$ cat src/rtl/telem_pkg.sv
// Shared definitions for the telemetry framer: FSM state encoding, default sync bytes
// and the CRC-8 polynomial used when TELEM_CRC8_EN is defined.
package telem_pkg;

    typedef enum logic [2:0] {
        ST_IDLE    = 3'd0,
        ST_HDR0    = 3'd1,
        ST_HDR1    = 3'd2,
        ST_SEQ     = 3'd3,
        ST_PAYLOAD = 3'd4,
        ST_CRC     = 3'd5
    } state_t;

    localparam logic [7:0] DEF_HDR0  = 8'hDE;
    localparam logic [7:0] DEF_HDR1  = 8'hAD;
    localparam logic [7:0] CRC8_POLY = 8'h07;

endpackage

$ cat src/rtl/telem_crc8.sv
// Byte-wide CRC-8 accumulator (MSB first, no reflection, no final XOR).
// Instantiated by telem_framer only when TELEM_CRC8_EN is defined.
module telem_crc8 import telem_pkg::*; (
    input  logic       clk,
    input  logic       rst_n,
    input  logic       clear,
    input  logic       en,
    input  logic [7:0] byte_in,
    output logic [7:0] crc_out
);

    logic [7:0] next_crc;

    // Eight shift/XOR steps fold one whole byte into the register per cycle.
    always_comb begin
        next_crc = crc_out ^ byte_in;
        for (int i = 0; i < 8; i++) begin
            next_crc = next_crc[7] ? ((next_crc << 1) ^ CRC8_POLY) : (next_crc << 1);
        end
    end

    always_ff @(posedge clk or negedge rst_n) begin
        if (!rst_n) begin
            crc_out <= 8'h00;
        end else if (clear) begin
            crc_out <= 8'h00;
        end else if (en) begin
            crc_out <= next_crc;
        end
    end

endmodule

$ cat src/rtl/telem_framer.sv
// Telemetry framer: decimates sample sets and streams HDR0, HDR1, seq, payload bytes to a UART.
// Define TELEM_CRC8_EN to append a CRC-8 byte over seq and payload.
module telem_framer import telem_pkg::*; #(
    parameter int          NUM_CH = 3,
    parameter int          DATA_W = 16,
    parameter logic [7:0]  HDR0   = DEF_HDR0,
    parameter logic [7:0]  HDR1   = DEF_HDR1
) (
    input  logic                     clk,
    input  logic                     rst_n,
    input  logic                     sample_valid,
    input  logic [NUM_CH*DATA_W-1:0] sample_data,
    input  logic [3:0]               decim,
    output logic [7:0]               tx_data,
    output logic                     tx_valid,
    input  logic                     tx_ready,
    output logic                     busy,
    output logic [7:0]               overrun_cnt,
    output logic [7:0]               seq
);

    localparam int NBYTES = NUM_CH * DATA_W / 8;
    localparam int IDX_W  = (NBYTES > 1) ? $clog2(NBYTES) : 1;
    localparam logic [IDX_W-1:0] LAST_IDX = IDX_W'(NBYTES - 1);

    state_t                   state;
    logic [7:0]               tx_byte;
    logic [3:0]               dec_cnt;
    logic [NUM_CH*DATA_W-1:0] snapshot;
    logic [IDX_W-1:0]         byte_idx;
    logic [IDX_W-1:0]         sel_idx;
    logic [7:0]               pay_byte;
    logic                     xfer;

    assign xfer    = tx_valid && tx_ready;
    assign busy    = (state != ST_IDLE);
    assign sel_idx = (state == ST_PAYLOAD) ? byte_idx + 1'b1 : '0;

    // Byte to load next: channel 0 sits in the MSBs, so byte 0 is the top byte.
    always_comb begin
        pay_byte = 8'h00;
        for (int i = 0; i < NBYTES; i++) begin
            if (sel_idx == IDX_W'(i)) begin
                pay_byte = snapshot[(NBYTES-1-i)*8 +: 8];
            end
        end
    end

`ifdef TELEM_CRC8_EN
    logic [7:0] crc_val;

    telem_crc8 u_crc (
        .clk     (clk),
        .rst_n   (rst_n),
        .clear   (state == ST_HDR0),
        .en      (xfer && (state == ST_SEQ || state == ST_PAYLOAD)),
        .byte_in (tx_byte),
        .crc_out (crc_val)
    );

    assign tx_data = (state == ST_CRC) ? crc_val : tx_byte;
`else
    assign tx_data = tx_byte;
`endif

    always_ff @(posedge clk or negedge rst_n) begin
        if (!rst_n) begin
            state       <= ST_IDLE;
            tx_valid    <= 1'b0;
            tx_byte     <= 8'h00;
            seq         <= 8'h00;
            overrun_cnt <= 8'h00;
            dec_cnt     <= 4'd0;
            snapshot    <= '0;
            byte_idx    <= '0;
        end else begin
            // Any sample arriving while a frame is in flight is lost, including the final byte cycle.
            if (state != ST_IDLE && sample_valid && overrun_cnt != 8'hFF) begin
                overrun_cnt <= overrun_cnt + 8'd1;
            end

            case (state)
                ST_IDLE: begin
                    if (sample_valid) begin
                        if (dec_cnt == decim) begin
                            snapshot <= sample_data;
                            dec_cnt  <= 4'd0;
                            state    <= ST_HDR0;
                            tx_valid <= 1'b1;
                            tx_byte  <= HDR0;
                        end else begin
                            dec_cnt <= dec_cnt + 4'd1;
                        end
                    end
                end
                ST_HDR0: begin
                    if (xfer) begin
                        state   <= ST_HDR1;
                        tx_byte <= HDR1;
                    end
                end
                ST_HDR1: begin
                    if (xfer) begin
                        state   <= ST_SEQ;
                        tx_byte <= seq;
                    end
                end
                ST_SEQ: begin
                    if (xfer) begin
                        state    <= ST_PAYLOAD;
                        byte_idx <= '0;
                        tx_byte  <= pay_byte;
                    end
                end
                ST_PAYLOAD: begin
                    if (xfer) begin
                        if (byte_idx == LAST_IDX) begin
`ifdef TELEM_CRC8_EN
                            state <= ST_CRC;
`else
                            state    <= ST_IDLE;
                            tx_valid <= 1'b0;
                            tx_byte  <= 8'h00;
                            seq      <= seq + 8'd1;
`endif
                        end else begin
                            byte_idx <= byte_idx + 1'b1;
                            tx_byte  <= pay_byte;
                        end
                    end
                end
`ifdef TELEM_CRC8_EN
                ST_CRC: begin
                    if (xfer) begin
                        state    <= ST_IDLE;
                        tx_valid <= 1'b0;
                        tx_byte  <= 8'h00;
                        seq      <= seq + 8'd1;
                    end
                end
`endif
                default: begin
                    state    <= ST_IDLE;
                    tx_valid <= 1'b0;
                end
            endcase
        end
    end

endmodule

$ cat config.mk
export PLATFORM = sky130hd
export DESIGN_NAME = telem_framer
export DESIGN_NICKNAME = d
export VERILOG_FILES = /design/src/rtl/telem_pkg.sv /design/src/rtl/telem_crc8.sv /design/src/rtl/telem_framer.sv
export SDC_FILE = /design/constraint.sdc
export NUM_CORES = 1
export LEC_CHECK = 0
export ABC_AREA = 1
export BUFFER_PORTS_ARGS = -buffer_cell sky130_fd_sc_hd__buf_2
export CAP_MARGIN = 15
export CORE_MARGIN = 3
export CORE_UTILIZATION = 30
export CTS_BUF_LIST = sky130_fd_sc_hd__clkbuf_8
export DETAILED_ROUTE_END_ITERATION = 10
export PLACE_DENSITY = 0.6
export SYNTH_ARGS = -nofsm -noshare
export SYNTH_HDL_FRONTEND = slang
export SYNTH_SLANG_ARGS = --single-unit
$ cat constraint.sdc
create_clock -name clk -period 1.7 [get_ports clk]
set_input_delay 0.17 -clock clk [delete_from_list [all_inputs] [get_ports clk]]
set_output_delay 0.17 -clock clk [all_outputs]
set_load 0.005 [all_outputs]
==> impl_metrics.csv <==
group,metric,value,unit
status,outcome,"finished with violations",
status,violations,"setup timing",
route,drt-total-wl,12.8,mm
layout,final_common_cell,"nand2_1",
grt,antenna_found_initial,0,
logic_synthesis,netlist_instances,528,
sta,min_period_over_period,1.08,
route,vias_per_cell,4.63,
route,drc,0,
layout,seq_area,2080,µm²
placed_design,port_buffers,81,
worst_setup_path,crit_family,"buffers and inverters",
die,die_h,124,µm
route,vias,4118,
worst_hold_path,holdCritPathClass,"in -> reg",
worst_setup_path,worst-path-buf-inv,6,
sta,hold_viol_final,0,
clocking,cts_tree,"yes",
route,wirelength_met1,5.50,mm
clocking,cts_buffers,9,
grt,grt_max_degree,42,
worst_setup_path,slowest_stage,"dfrtp_2",
layout,multiInputGateArea,2220,µm²
sta,rsz0062_at_grt,"yes",
logic_synthesis,synth.area.top_cells,"dfrtp_1 50%, nand2_1 16%, inv_1 5.6%",
logic_synthesis,synthMuxAreaShare,0.00540,
worst_setup_path,worstPathArrival,2.13,ns
power_and_ir_drop,p_sw,3890,µW
grt,grt_usage,0.150,
logic_synthesis,yosysWarnings,0,
clocking,clock_latency,0.38,ns
logic_synthesis,syn_avg_cell_area,7.90,µm²
die,core_area,13400,µm²
layout,final_nets,770,
logic_synthesis,synth_fa_ha_area_frac,0.0150,
route,antenna_left,0,
placed_design,gp_congestion,0.873,
clocking,htree_levels,3,
route,first_iter_violations,266,
clocking,clkTransAtPathRegs,0.09,ns
die,design.die.area,15400,µm²
route,met3_length,487,µm
worst_setup_path,start_kind,"register",
clocking,clkSinkCount,83,
power_and_ir_drop,swShare,0.403,
placed_design,placed_cell_area,5020,µm²
route,highest_layer,"met4",
worst_setup_path,cp.required,1.99,ns
sta,clock_skew,0.0133,ns
sta,worst_pin_slew,0.388,ns
power_and_ir_drop,p_leak,0.00341,µW
sta,period_needed,1.84,ns
die,row_count,42,
sta,max-slew-margin-rel,0.741,
logic_synthesis,ys_ff_latch,83,
logic_synthesis,synth_top_cell_area_share,0.498,
layout,fillers,1222,
sta,drv_slew,0,
sta,max_freq,544,MHz
worst_setup_path,reg2reg_slack,-0.14,ns
logic_synthesis,synth_fp_nets,589,
power_and_ir_drop,pwr-share-comb,0.487,
die,ios,82,
worst_setup_path,crit_chain,"inv_2, nand2_4, nor2_4, inv_4, nor2_4, inv_4, nor2_8, buf_12, buf_12, clkbuf_16, nand2_2, o21ai_1",
sta,hold_slack,0.000704,ns
grt,overflow,0,
grt,grt_pass1_vias,3778,
power_and_ir_drop,ir_worst_vdd,0.455,mV
die,start_util,0.311,
worst_setup_path,cpPeakStageDelay,0.45,ns
power_and_ir_drop,power_density,1460,nW/µm²
route,wl_per_cell,14.4,µm
logic_synthesis,synth_top_family_by_area,"simple AND/OR/NAND/NOR gates",
flow_run,maxCapViolations,0,
placed_design,hpwl,8.26,mm
logic_synthesis,yosysSeqAreaShare,0.498,
grt,grt_pass1_wl,17.9,mm
layout,area_delta_synth_final,58.3,%
worst_setup_path,critPathKind,"reg -> reg",
logic_synthesis,synth_xor_area_frac,0.0273,
layout,drive_gt1_frac,0.412,
route,wl_met2,6.47,mm
clocking,root_buffer,"clkbuf_8",
logic_synthesis,yosysTopAreaCell,"dfrtp_1",
logic_synthesis,synth_cell_types,33,
worst_setup_path,end_kind,"register",
sta,setup_violations,27,
logic_synthesis,synth_compound_area_frac,0.0837,
power_and_ir_drop,p_total,9660,µW
clocking,clock_path_buffers,2,
route,drt_pass1_iterations,5,
power_and_ir_drop,clkPwrFrac,0.164,
layout,fin_area,6600,µm²
layout,insertedDiodeCount,0,
power_and_ir_drop,p_seq_frac,0.349,
die,die_w,124,µm
sta,setup_slack,-0.139,ns
power_and_ir_drop,internal_power,5770,µW
logic_synthesis,synth-simple-area-share,0.292,
logic_synthesis,synth_area,4170,µm²
worst_setup_path,crit_fanout,6,
layout,mostFrequentLayoutCells,"136 x nand2_1, 80 x buf_2, 79 x dfrtp_1",
-- synth_stat cells --
library cell,instances
nor4_1,1
o211ai_1,4
nand2_2,4
nor2_4,3
nand3_2,1
o21bai_1,1
nand2_1,175
xnor2_1,4
clkbuf_2,1
nor3_4,2
ha_1,5
a21boi_1,6
or2_2,1
xor2_1,9
a21o_1,1
o21ai_2,1
dfrtp_1,83
inv_2,9
nor3b_1,1
inv_1,62
mux2_2,2
nor2_2,2
buf_2,9
a21oi_1,17
buf_4,1
nor2_8,1
nor3_2,1
o21ai_0,33
clkinv_1,1
nor3_1,5
nand3_1,38
nand4_1,7
nor2_1,37
-- worst reg2reg max path, stage by stage, from the launching register on --
cell       delay (ns)
dfrtp_2          0.45
inv_2            0.09
nand2_4          0.08
nor2_4           0.15
inv_4            0.06
nor2_4           0.13
inv_4            0.07
nor2_8           0.14
buf_12           0.17
buf_12           0.14
clkbuf_16        0.16
nand2_2          0.05
o21ai_1          0.08
-- power groups by stage --
stage / sequential (µW) / combinational, µW / clock [µW]
after CTS: 3340 / 3800 / 1620
final: 3370 / 4700 / 1580
after detailed placement: 3350 / 3420 / 0
after global placement: 3330 / 3330 / 0
after global routing: 3460 / 5190 / 1710
after floorplan: 3250 / 2130 / 0
-- logic make-up (layout without fill, tap and decap cells) --
logic type | Yosys count | count (layout)
DFF | 83 | 83
AOI/OAI and AO/OA | 63 | 63
and+or+nand+nor | 279 | 280
xor gates and xnor gates | 13 | 13
muxes | 2 | 2
adders and majority gates | 5 | 5
buffers and inverters | 83 | 268
-- routing by layer --
metal,global-route usage,up-vias
li1,-,2027
met1,0.193,1967
met2,0.247,95
met3,0.0377,29
met4,0.0527,0
met5,0,-
-- final cells by class --
type / count / share of cell area
Multi-Input combinational cell: 363 / 0.336
Sequential cell: 83 / 0.315
Timing Repair Buffer: 180 / 0.238
Inverter: 72 / 0.0449
Tap cell: 176 / 0.0334
Clock buffer: 9 / 0.0188
Clock inverter: 7 / 0.0138
-- state kept, by name (all words and copies together) (netlist names) --
name         cells
state            3
tx_valid         1
overrun_cnt      8
snapshot        48
seq              8
dec_cnt          4
byte_idx         3
tx_data          8
-- final timing paths --
kind,start,end,cells after the start
max in group asynchronous,rst_n,snapshot[28],3
worst min register to register,snapshot[33],snapshot[33],2
worst min-delay path,sample_data[9],snapshot[9],3
worst max register to register,state[0],snapshot[11],12
worst max-delay path,state[0],snapshot[11],12
min in group asynchronous,rst_n,byte_idx[2],2
-- stage by stage --
| stage | cells | utilization | setup WS, ns | TNS [ns] |
|---|---|---|---|---|
| 5_1_grt | 890 | 0.493 | -0.218 | -5.12 |
| 3_5_place_dp | 802 | 0.374 | -0.148 | -0.893 |
| 4_1_cts | 855 | 0.427 | -0.0592 | -0.316 |
| 6_report | 890 | 0.493 | -0.139 | -1.75 |
| 3_3_place_gp | 802 | 0.374 | -0.0730 | -0.340 |
| 2_1_floorplan | 528 | - | 0.000105 | 0 |
-- timing repair --
action | 4_1_cts | 5_1_grt
cloned | 1 | 15
pin swaps | 20 | 41
hold endpoints to repair | 76 | 1
hold buffers | 24 | 1
gates resized for setup | 34 | 132
buffers inserted | 12 | 19
setup endpoints to repair | 16 | 75
Note: power is estimated with default switching activity, not from simulation.
